[src/rtl/bus_grant_arbiter.sv]
// Round-robin bus grant arbiter feeding the bus control encoder.
// Registered one-hot grant with owner hold, lock and bounded-tenure preemption.
module bus_grant_arbiter #(
    parameter int N        = 16,
    parameter int MAX_HOLD = 8,
    parameter int CNT_W    = 8
) (
    input  logic         clk,
    input  logic         rst,
    input  logic [N-1:0] req,
    input  logic         lock,
    output logic [N-1:0] grant,
    output logic         bus_busy,
    output logic         timeout_pulse
);

    localparam int IDX_W = (N > 1) ? $clog2(N) : 1;

    typedef enum logic {
        IDLE,
        OWNED
    } state_t;

    state_t             state;
    logic [IDX_W-1:0]   ptr;
    logic [IDX_W-1:0]   owner;
    logic [CNT_W-1:0]   hold_cnt;

    logic [N-1:0]       others;
    logic               all_found;
    logic [IDX_W-1:0]   all_idx;
    logic               oth_found;
    logic [IDX_W-1:0]   oth_idx;

    // First set bit of mask scanning start, start+1, ... wrapping mod N.
    function automatic logic [IDX_W:0] rr_pick(input logic [N-1:0] mask,
                                               input logic [IDX_W-1:0] start);
        logic             found;
        logic [IDX_W-1:0] idx;
        logic [IDX_W-1:0] cand;
        found = 1'b0;
        idx   = '0;
        for (int unsigned i = 0; i < N; i++) begin
            cand = IDX_W'((32'(start) + i) % N);
            if (!found && mask[cand]) begin
                found = 1'b1;
                idx   = cand;
            end
        end
        return {found, idx};
    endfunction

    function automatic logic [IDX_W-1:0] ptr_after(input logic [IDX_W-1:0] k);
        return (k == IDX_W'(N - 1)) ? '0 : k + 1'b1;
    endfunction

    // Round-robin candidates: over all requests, and over requests other than the owner.
    always_comb begin
        others = req;
        others[owner] = 1'b0;
        {all_found, all_idx} = rr_pick(req, ptr);
        {oth_found, oth_idx} = rr_pick(others, ptr);
    end

    // Arbitration FSM with registered grant, tenure counter and preemption pulse.
    always_ff @(posedge clk or posedge rst) begin
        if (rst) begin
            state         <= IDLE;
            ptr           <= '0;
            owner         <= '0;
            hold_cnt      <= '0;
            grant         <= '0;
            bus_busy      <= 1'b0;
            timeout_pulse <= 1'b0;
        end else begin
            timeout_pulse <= 1'b0;
            case (state)
                IDLE: begin
                    if (all_found) begin
                        grant    <= N'(1) << all_idx;
                        bus_busy <= 1'b1;
                        owner    <= all_idx;
                        ptr      <= ptr_after(all_idx);
                        hold_cnt <= '0;
                        state    <= OWNED;
                    end else begin
                        grant    <= '0;
                        bus_busy <= 1'b0;
                    end
                end
                OWNED: begin
                    if (!req[owner]) begin
                        // Release takes precedence over lock; hand over without an idle gap.
                        if (oth_found) begin
                            grant    <= N'(1) << oth_idx;
                            bus_busy <= 1'b1;
                            owner    <= oth_idx;
                            ptr      <= ptr_after(oth_idx);
                            hold_cnt <= '0;
                        end else begin
                            grant    <= '0;
                            bus_busy <= 1'b0;
                            hold_cnt <= '0;
                            state    <= IDLE;
                        end
                    end else if (!lock && oth_found &&
                                 hold_cnt == CNT_W'(MAX_HOLD - 1)) begin
                        grant         <= N'(1) << oth_idx;
                        bus_busy      <= 1'b1;
                        owner         <= oth_idx;
                        ptr           <= ptr_after(oth_idx);
                        hold_cnt      <= '0;
                        timeout_pulse <= 1'b1;
                    end else if (hold_cnt != CNT_W'(MAX_HOLD - 1)) begin
                        hold_cnt <= hold_cnt + 1'b1;
                    end
                end
                default: begin
                    state    <= IDLE;
                    grant    <= '0;
                    bus_busy <= 1'b0;
                end
            endcase
        end
    end

endmodule
[config.mk]
export PLATFORM = sky130hd
export DESIGN_NAME = bus_grant_arbiter
export DESIGN_NICKNAME = d
export VERILOG_FILES = /design/src/rtl/bus_grant_arbiter.sv
export SDC_FILE = /design/constraint.sdc
export NUM_CORES = 1
export LEC_CHECK = 0
export ABC_AREA = 1
export CORE_UTILIZATION = 56
export DETAILED_ROUTE_END_ITERATION = 8
export GPL_ROUTABILITY_DRIVEN = 0
export PLACE_DENSITY = 0.79
export SLEW_MARGIN = 10
export SYNTH_ARGS = -nofsm -noshare
export SYNTH_HDL_FRONTEND = slang
export SYNTH_SLANG_ARGS = --single-unit
[constraint.sdc]
create_clock -name clk -period 4.4 [get_ports clk]
set_clock_uncertainty 0.2 [all_clocks]
set_input_delay 0.88 -clock clk [delete_from_list [all_inputs] [get_ports clk]]
set_output_delay 0.88 -clock clk [all_outputs]
set_load 0.005 [all_outputs]
## Word-level counts from Yosys, hierarchy flattened

Cells that the tools add are included.

| word-level totals | value |
|---|---|
| flip-flop bits (word level) | 35 |
| bits of input ports | 19 |
| output and inout bits | 18 |
| logic and storage cells | 286 |

| cells by class | value |
|---|---|
| $add $sub $neg | 18 |
| magnitude comparators | 18 |
| eq/ne operators | 8 |
| shift-type cells | 2 |
| muxes and demuxes | 164 |
| bitwise gates (word level) | 3 |
| reduce and logical (&&, ||, !) cells | 66 |

Operators by type and width:

| operator | count |
|---|---|
| $mux 4 | 42 |
| $bmux 1 s4 | 33 |
| $lt 4x5->1 const B | 17 |
| $mux 1 | 74 |
| $mux 16 | 4 |
| $logic_and 1x1->1 | 33 |
| $add 4x4->4 const B | 8 |
| $mux 8 | 4 |
| $pmux 16 s2 | 1 |
| $shl 1x4->16 const A | 2 |
| $logic_not 1->1 | 31 |
| $add 4x3->4 const B | 4 |
| $and 16x16->16 | 1 |
| $not 16->16 | 1 |
| $pmux 4 s2 | 2 |
| $pmux 8 s2 | 1 |
| $add 4x1->4 const B | 3 |
| $add 4x2->4 const B | 2 |
| $add 8x1->8 const B | 1 |
| $eq 4x4->1 const B | 2 |
| $eq 8x3->1 const B | 1 |
| $ne 8x3->1 const B | 1 |
| $demux 1 s4 | 1 |
| $ge 4x1->1 const B | 1 |
| other kinds (8) | 9 |

## Logic depth before layout (Yosys ltp)

| depth | value |
|---|---|
| depth after elaboration | 59 |
| depth in mapped cells | 33 |
| gate-level depth less buffers | 28 |

## Least setup slack after synthesis

Ideal clock, no wire load.

| timing | value |
|---|---|
| kind | register to register |
| start point | reg ptr[1] |
| end point | reg ptr[2] |
| library setup time | 120 ps |
| arrival | 4312 ps |
| data required time | 4080 ps |
| setup slack | -232 ps |
| stages on the path, launching flop included | 29 |
| buffers on the path | 5 |
| clock period less this slack | 4632 ps |
| cell sequence | dfrtp_1 buf_2 inv_2 buf_2 buf_1 ha_1 buf_2 clkinv_1 buf_2 nand3_1 and2_1 nand2_1 nand3_1 nand2_1 nand4_2 nor2_4 nand4_2 nor2_2 nand4_2 nor2_2 nand3_1 nand3_1 nand2_1 ha_1 ha_1 nand2_1 nand2_1 inv_1 a21oi_1 |

| between the ends | value |
|---|---|
| word-level cells in the longest chain between the ends | 53 |
| elaborated cells on any way between the ends | 220 |
| those cells by class | 17 x add/sub; 5 x eq/ne; 135 x mux; 63 x reduce/logical |

RTL lines:

| item | line | text |
|---|---|---|
| start: declaration | 25 | `logic [IDX_W-1:0] ptr;` |
| start signal: assignment | 83 | `ptr <= ptr_after(all_idx);` |
| start signal: assignment | 98 | `ptr <= ptr_after(oth_idx);` |
| start signal: assignment | 111 | `ptr <= ptr_after(oth_idx);` |
| parallel branches: the longest is 53 deep, another holds $add 4x1->4 | -- |  |

Several ways; the timed one is not identified. The select of a mux whose other input is x is not followed.
A chain may end at the register's enable or synchronous reset.

## Final worst setup path

| timing | value |
|---|---|
| start point | in req[7] |
| end point | reg owner[1] |

| between the ends | value |
|---|---|
| word-level cells in the longest chain between the ends | 53 |
| elaborated cells on any way between the ends | 202 |
| those cells by class | 3 x eq/ne; 135 x mux; 1 x bitwise; 63 x reduce/logical |

RTL lines:

| item | line | text |
|---|---|---|
| start: declaration | 10 | `input logic [N-1:0] req,` |
| $and 16x16->16 (no source line) | -- |  |
| $bmux 1 s4 | 45 | `if (!found && mask[cand]) begin` |
| $mux 1 (implied by the code) | 45 |  |
| $mux 1 | 45 |  |
| $logic_not 1->1 | 45 |  |
| $logic_and 1x1->1 | 45 |  |
| $mux 1 | 45 |  |
| $logic_not 1->1 | 45 |  |
| [... 36 more ...] | -- |  |
| $logic_and 1x1->1 | 45 |  |
| $mux 1 | 45 |  |
| $logic_not 1->1 | 45 |  |
| $logic_and 1x1->1 | 45 |  |
| $mux 1 | 45 |  |
| $logic_and 1x1->1 (2 in series) | 106 | `end else if (!lock && oth_found &&` |
| $ne 3x2->1 (no source line) | -- |  |
| $reduce_and 3->1 (no source line) | -- |  |
| end signal: assignment | 82 | `owner <= all_idx;` |
| end signal: assignment | 97 | `owner <= oth_idx;` |
| end signal: assignment | 110 | `owner <= oth_idx;` |
| end: declaration | 26 | `logic [IDX_W-1:0] owner;` |

Parallel ways exist; a longest one is shown, timed or not. The select of a mux whose other input is x is not followed.

==> impl_metrics.py <==
metrics = {
    "critical_path": {
        "critical_path.cell_chain": "clkdlybuf4s50_1 > nand2_1 > buf_4 > inv_1 > nand2_1 > nand3_1 > nand3_1 > nand3_1 > nand2_4 > nand3_4 > nor2_8 > nand4_4 > nor3_4 > nand4_4 > nor2_4 > nand2_1 > nor2_2 > nand2_2 > nand3_2 > nand2_4 > nand2_4 > a21oi_1 > o21ai_0 > o21ai_1",
        "worst_path_cell_with_the_longest_stage_delay": "sky130_fd_sc_hd__clkdlybuf4s50_1",
        "cp_data_required_time_ns": 4.35,
        "timing.critical_path.from_type": "input port",
        "crit_type": "input port to flip-flop",
        "critPathBufInv": 3,
        "critical-path-max-stage-delay_ns": 0.46,
        "cp_data_arrival_time_ns": 4.24,
        "cp-end-kind": "flip-flop",
        "critPathMaxFanout": 7,
        "cp_top_family": "simple AND/OR/NAND/NOR gates",
    },
    "clock_network": {
        "worst_skew_pair.late_latency_ns": 0.29,
        "clock-root-buffer": "sky130_fd_sc_hd__clkbuf_8",
        "cts.path.max_buffers": 2,
        "cts_hold_buf": 0,
        "cts_tree": "done",
        "clock_tree.htree_level_count": 2,
        "clk_transition_reported_paths_ns": 0.07,
        "cts_sinks": 35,
        "cts_inserted_buffers": 5,
    },
    "logic_synthesis": {
        "syn_inst": 1038,
        "syn_area_um2": 5790,
        "synth.yosys.seq_area_share_pct": 15.1,
        "synth-async-reset-ratio_pct": 100,
        "dominantRegCellSynth": "sky130_fd_sc_hd__dfrtp_1",
        "number_of_synthesized_flops_with_an_enable_pin": 0,
        "flops_latches_synth": 35,
        "yosysUniqueCellTypes": 49,
        "synth.net_count": 1077,
        "synth_area_per_cell_um2": 5.58,
        "yosys_warnings": 0,
    },
    "floorplan": {
        "initial_utilization_pct": 58.4,
        "die_area_um2": 10800,
        "die_width_um": 104,
        "floorplan.core_area_um2": 9910,
        "pin_count": 37,
        "fp-row-count": 36,
        "dieHeight_um": 104,
    },
    "route": {
        "drt_pre_antenna_iters": 6,
        "via_count": 7739,
        "drtIter0Drc": 941,
        "final_antenna_net_count": 0,
        "vias_per_cell": 5.99,
        "route.detailed.wl_per_inst_um": 16.3,
        "route.final.wire_length_um": 21000,
        "route.detailed.drc": 0,
    },
    "global_route": {
        "antenna_found_initial": 0,
        "grt_pass1_wl_um": 32800,
        "grt_usage_pct": 37.5,
        "pin_count_of_the_biggest_net_entering_global_routing": 29,
        "globalRoute.totalOverflow": 0,
        "via_count_of_the_first_global_routing_pass": 6829,
    },
    "finish": {
        "final_common_cell": "sky130_fd_sc_hd__nand2_1",
        "layout.nets": 1196,
        "mostFrequentLayoutCells": "310 x sky130_fd_sc_hd__nand2_1, 215 x sky130_fd_sc_hd__nand3_1, 108 x sky130_fd_sc_hd__buf_4",
        "final_layout_size_suffix_gt1_share_pct": 19.5,
        "stdcell_area_um2": 7350,
        "antenna-diode-count": 0,
        "area_delta_synth_final_pct": 26.9,
    },
    "timing": {
        "setup_viol_count_final": 0,
        "maxSlewHeadroom_pct": 38.1,
        "finalCritPeriodShare_pct": 97.5,
        "maxClockFrequency_ghz": 0.233,
        "final.min_clock_period_ns": 4.29,
        "slew_viol_final": 0,
        "timing.final.hold_violations": 0,
        "worst_pin_slew_ns": 0.927,
    },
    "place": {
        "detailed_place.area_um2": 6890,
        "place_hpwl_um": 15600,
        "io_buffer_count": 36,
    },
    "run": {
        "max_cap_viol_count": 0,
    },
    "outcome": {
        "run_status": "finished, final reports clean",
    },
    "worst_hold_path": {
        "hp-class": "flip-flop to flip-flop",
    },
}
==> sequential cells by signal (all words and copies together), names as in the netlist <==
register / flops
ptr: 4
hold_cnt: 8
grant: 16
state: 1
timeout_pulse: 1
bus_busy: 1
owner: 4
==> synthesized netlist by cell type, types with 13 or more instances <==
cell type | number | share of area (%)
sky130_fd_sc_hd__nor2_1 | 98 | 6.4
sky130_fd_sc_hd__nand4_1 | 31 | 3.3
sky130_fd_sc_hd__nor2_2 | 14 | 1.5
sky130_fd_sc_hd__o21ai_0 | 18 | 1.6
sky130_fd_sc_hd__a21oi_1 | 15 | 1.3
sky130_fd_sc_hd__inv_2 | 15 | 0.97
sky130_fd_sc_hd__nand3_1 | 222 | 19
sky130_fd_sc_hd__o21ai_1 | 13 | 1.1
sky130_fd_sc_hd__nand2_1 | 324 | 21
sky130_fd_sc_hd__ha_1 | 20 | 4.3
sky130_fd_sc_hd__buf_2 | 14 | 1.2
sky130_fd_sc_hd__inv_1 | 104 | 6.7
sky130_fd_sc_hd__dfrtp_1 | 35 | 15
==> repair_timing <==
item                                    in CTS  in global routing
gates resized for setup                      0                 68
endpoints found under the setup margin       0                 30
buffers inserted                             0                  9
==> path summary, 6_finish.rpt <==
kind	from	end	slack, ns	cells past startpoint
hold / removal	grant[4]$_DFFE_PP0P_	grant[4]$_DFFE_PP0P_	0.29	2
setup / recovery	req[7]	owner[1]$_DFFE_PP0P_	0.11	24
hold reg to reg	grant[4]$_DFFE_PP0P_	grant[4]$_DFFE_PP0P_	0.29	2
setup reg to reg	ptr[0]$_DFFE_PP0P_	owner[1]$_DFFE_PP0P_	0.14	25
max in group asynchronous	rst	grant[10]$_DFFE_PP0P_	2.40	3
min in group asynchronous	rst	ptr[1]$_DFFE_PP0P_	0.89	2
==> layer usage <==
| metal | global-route usage [%] | wire length [µm] |
|---|---|---|
| met2 | 58.3 | 9210 |
| met4 | 13.1 | 773 |
| met3 | 8.24 | 2710 |
| met1 | 51.2 | 8320 |
| met5 | 0 | 0 |
==> layout make-up <==
type | count | area (µm²)
flip-flops and latches | 35 | 876
clock buffers | 6 | 82.6
multi-input cells | 842 | 4470
fillers | 852 | 2560
repair buffers | 148 | 1240
well taps | 133 | 166
inverters | 125 | 475
clock inverters | 2 | 35.0
==> worst reg2reg max path, delay by kind of cell, from the launching register on <==
kind / cells / cell delay (ns)
DFF: 1 / 0.41
AOI/OAI and AO/OA: 4 / 0.66
buffers and inverters: 5 / 0.72
and+or+nand+nor: 15 / 1.91
adders and majority gates: 1 / 0.32
==> through the flow <==
stage / std cells / setup slack (ns) / TNS (ns) / util, % / hold WS [ns]
global placement: 1273 / -0.0229 / -0.0378 / 69.5 / 0.268
global route: 1291 / -0.105 / -1.74 / 74.2 / 0.319
finish: 1291 / 0.112 / 0 / 74.2 / 0.292
detailed placement: 1273 / -0.141 / -1.43 / 69.5 / 0.273
CTS: 1281 / 0.132 / 0 / 70.7 / 0.290
floorplan: 1038 / 0.00854 / 0 / - / 0.265
==> kinds of logic (layout without fill, tap and decap cells) <==
group,Yosys count,count (layout),share of synthesized area (%)
flip-flops,35,35,15.1
buffers and inverters,162,281,11.8
AND/OR/NAND/NOR,729,730,58.2
AO/OA/AOI/OAI,83,83,8.75
adder cells (fa/ha/maj),20,20,4.32
XOR/XNOR,9,9,1.75
Power is left out: the tool's default activity adds up to more than one toggle a clock period on the data nets, which glitch-free logic cannot reach.
==> variant: new RTL, same settings <==
Set the parameter `N` to 8 (it was 16).
--- a/src/rtl/bus_grant_arbiter.sv
+++ b/src/rtl/bus_grant_arbiter.sv
@@ -2,5 +2,5 @@
 // Registered one-hot grant with owner hold, lock and bounded-tenure preemption.
 module bus_grant_arbiter #(
-    parameter int N        = 16,
+    parameter int N        = 8,
     parameter int MAX_HOLD = 8,
     parameter int CNT_W    = 8
Ports: changed (resized grant and req); port bits go from 37 to 21. No check against the original RTL was run, so the function may have changed too.
==> variant against the unedited design <==
Worst setup slack better by 650 ps; wire length shrank 64%; sequential cell count shrank 10; die area down 45%; sequential share of layout area is 6.6 points higher; design area down 54%; area after synthesis decreased by 45%; maximum frequency rose by 18%; critical endpoint is now ptr[2].
Power is not shown: default switching activity piles up to over one toggle a cycle in this logic, so the estimate is an artifact.
==> variant: results (changes against the unedited design) <==
Outcome
  • Run status: completed (unchanged)

Clocking
  • Count of H-tree levels built during CTS: 1 (was 2)
  • Buffer type at the clock tree root: clkbuf_8 (unchanged)
  • Post-CTS Setup Inserts: 0 (unchanged)
  • Inserted Clock Buffers: 3 (was 5)
  • Clock input transition at the sequential cells of the worst setup and hold paths: 90 ps (was 70 ps)
  • Number of buffers on the longest clock path: 2 (unchanged)
  • Latest clock arrival within the worst-skew pair: 260 ps (was 290 ps)

Synthesis
  • Area contributors post-synth: dfrtp_1 (20%), nand2_1 (19%), nand3_1 (13%), inv_1 (6.5%), ha_1 (5.9%) (was nand2_1 (21%), nand3_1 (19%), dfrtp_1 (15%), inv_1 (6.7%), nor2_1 (6.4%))
  • Part of the Yosys area used for sequential elements: 19.8% (was 15.1%)
  • Yosys warnings: 0 (unchanged)
  • Prevailing post-synth register cell: dfrtp_1 (unchanged)
  • Post-synthesis cell count: 493 (was 1038)
  • Net count after synthesis: 519 (was 1077)
  • Number of library cell types mapped by synthesis: 44 (was 49)
  • Cell types with the highest counts after synthesis: nand2_1 (163), nand3_1 (84), inv_1 (55) (was nand2_1 (324), nand3_1 (222), inv_1 (104))

GRT
  • Number of global-route vias before repair: 3000 (was 6829)
  • Initial antenna violation count: 0 (unchanged)
  • Pin count of the biggest net entering global routing: 26 (was 29)
  • First-pass GRT wire length: 13300 um (was 32800 um)
  • GRT Total Usage: 27.3% (was 37.5%)

Timing
  • Relative max-transition margin: 36.4% (was 38.1%)

Routing
  • DR pass1 iterations: 5 (was 6)
  • Via count normalized by instance count: 5.49 (was 5.99)
  • DRT iter0 DRCs: 212 (was 941)
  • Routed WL: 7460 um (was 21000 um)
  • Number of vias after detailed routing: 3151 (was 7739)

Placement
  • Cells after DPL: 570 (was 1273)
  • Total cell area at the placement stage: 0.00333 mm^2 (was 0.00689 mm^2)
  • Post-DP HPWL: 5940 um (was 15600 um)
  • Count of buffers inserted at the top-level ports: 20 (was 36)

Worst setup path
  • Maximum fanout count along the critical path: 17 (was 7)
  • Data arrival time of the worst path: 3630 ps (was 4240 ps)

Hold path
  • Path class of the lowest-slack min-delay path: reg -> reg (unchanged)

Layout
  • Final Net Count: 531 (was 1196)
  • Registers with the most flip-flops: grant: 8 flops, hold_cnt: 8 flops (was grant: 16 flops, hold_cnt: 8 flops)
  • Filler instances: 521 (was 852)
  • Layout cell share with drive strength beyond 1: 10.3% (was 19.5%)
## variant: changes by cell type in the layout (fill, tap and decap cells not counted), sizes merged, moves of 7 or more
cell           change
nand2            -156
nand3            -136
buf              -109
nor2              -75
inv               -53
nand4             -27
o21ai             -24
a21oi             -16
dfrtp             -10
clkdlybuf4s50      -9
a31oi              -8
dlymetal6s2s       -7
## variant: per-layer routing
metal | part of all wire (%) | track usage, %
met4 | 0.94 | 5.66
met3 | 5.7 | 4.05
met1 | 48 | 36.8
met2 | 45 | 46.1
met5 | 0 | 0
## variant: per-stage QoR
stage                     hold slack, ps  worst slack (ps)
after global placement               263               553
final                                289               765
after global routing                 311               487
after detailed placement             266               525
after floorplan                      265              1190
after CTS                            291               795
## variant: critical path: stages, from the launching register on
cell      delay [ps]
dfrtp_1          390
inv_2            260
ha_1             300
inv_1            330
nand3_1          130
nand2_1          130
inv_1             50
nand2_1           70
nand2_1           90
inv_1            130
nand4_4          130
nor2_4           160
nand2_2           80
o211ai_2         160
nand2_1          140
inv_1            110
ha_1             200
ha_1             240
nand2_1           60
nand2_1           50
o21ai_1          130
## variant: cell families (layout without fill, tap and decap cells)
family                     Yosys count  after routing  share of synthesized area [%]
and+or+nand+nor                    332            332                           51.7
AOI/OAI and AO/OA                   30             30                           6.66
DFF                                 25             25                           19.8
buffers and inverters               82             93                           12.2
adders and majority gates           15             15                           5.94
xor gates and xnor gates             8              8                           3.29
muxes                                1              1                          0.317
## variant: cell type report
class / count / area, um^2 / share of cell area, %
Timing Repair Buffer: 23 / 223 / 6.60
Tap cell: 70 / 87.6 / 2.60
Sequential cell: 25 / 626 / 18.5
Inverter: 66 / 248 / 7.34
Multi-Input combinational cell: 386 / 2150 / 63.6
Clock buffer: 4 / 45.0 / 1.33
## variant: worst paths after layout
check | start | endpoint | slack (ps) | depth (start not counted)
worst max-delay path | ptr[0] | ptr[2] | 760 | 20
worst min-delay path | bus_busy | bus_busy | 290 | 2
worst max register to register | ptr[0] | ptr[2] | 760 | 20
worst min register to register | bus_busy | bus_busy | 290 | 2
max in group asynchronous | rst | ptr[0] | 2490 | 2
min in group asynchronous | rst | hold_cnt[7] | 920 | 2
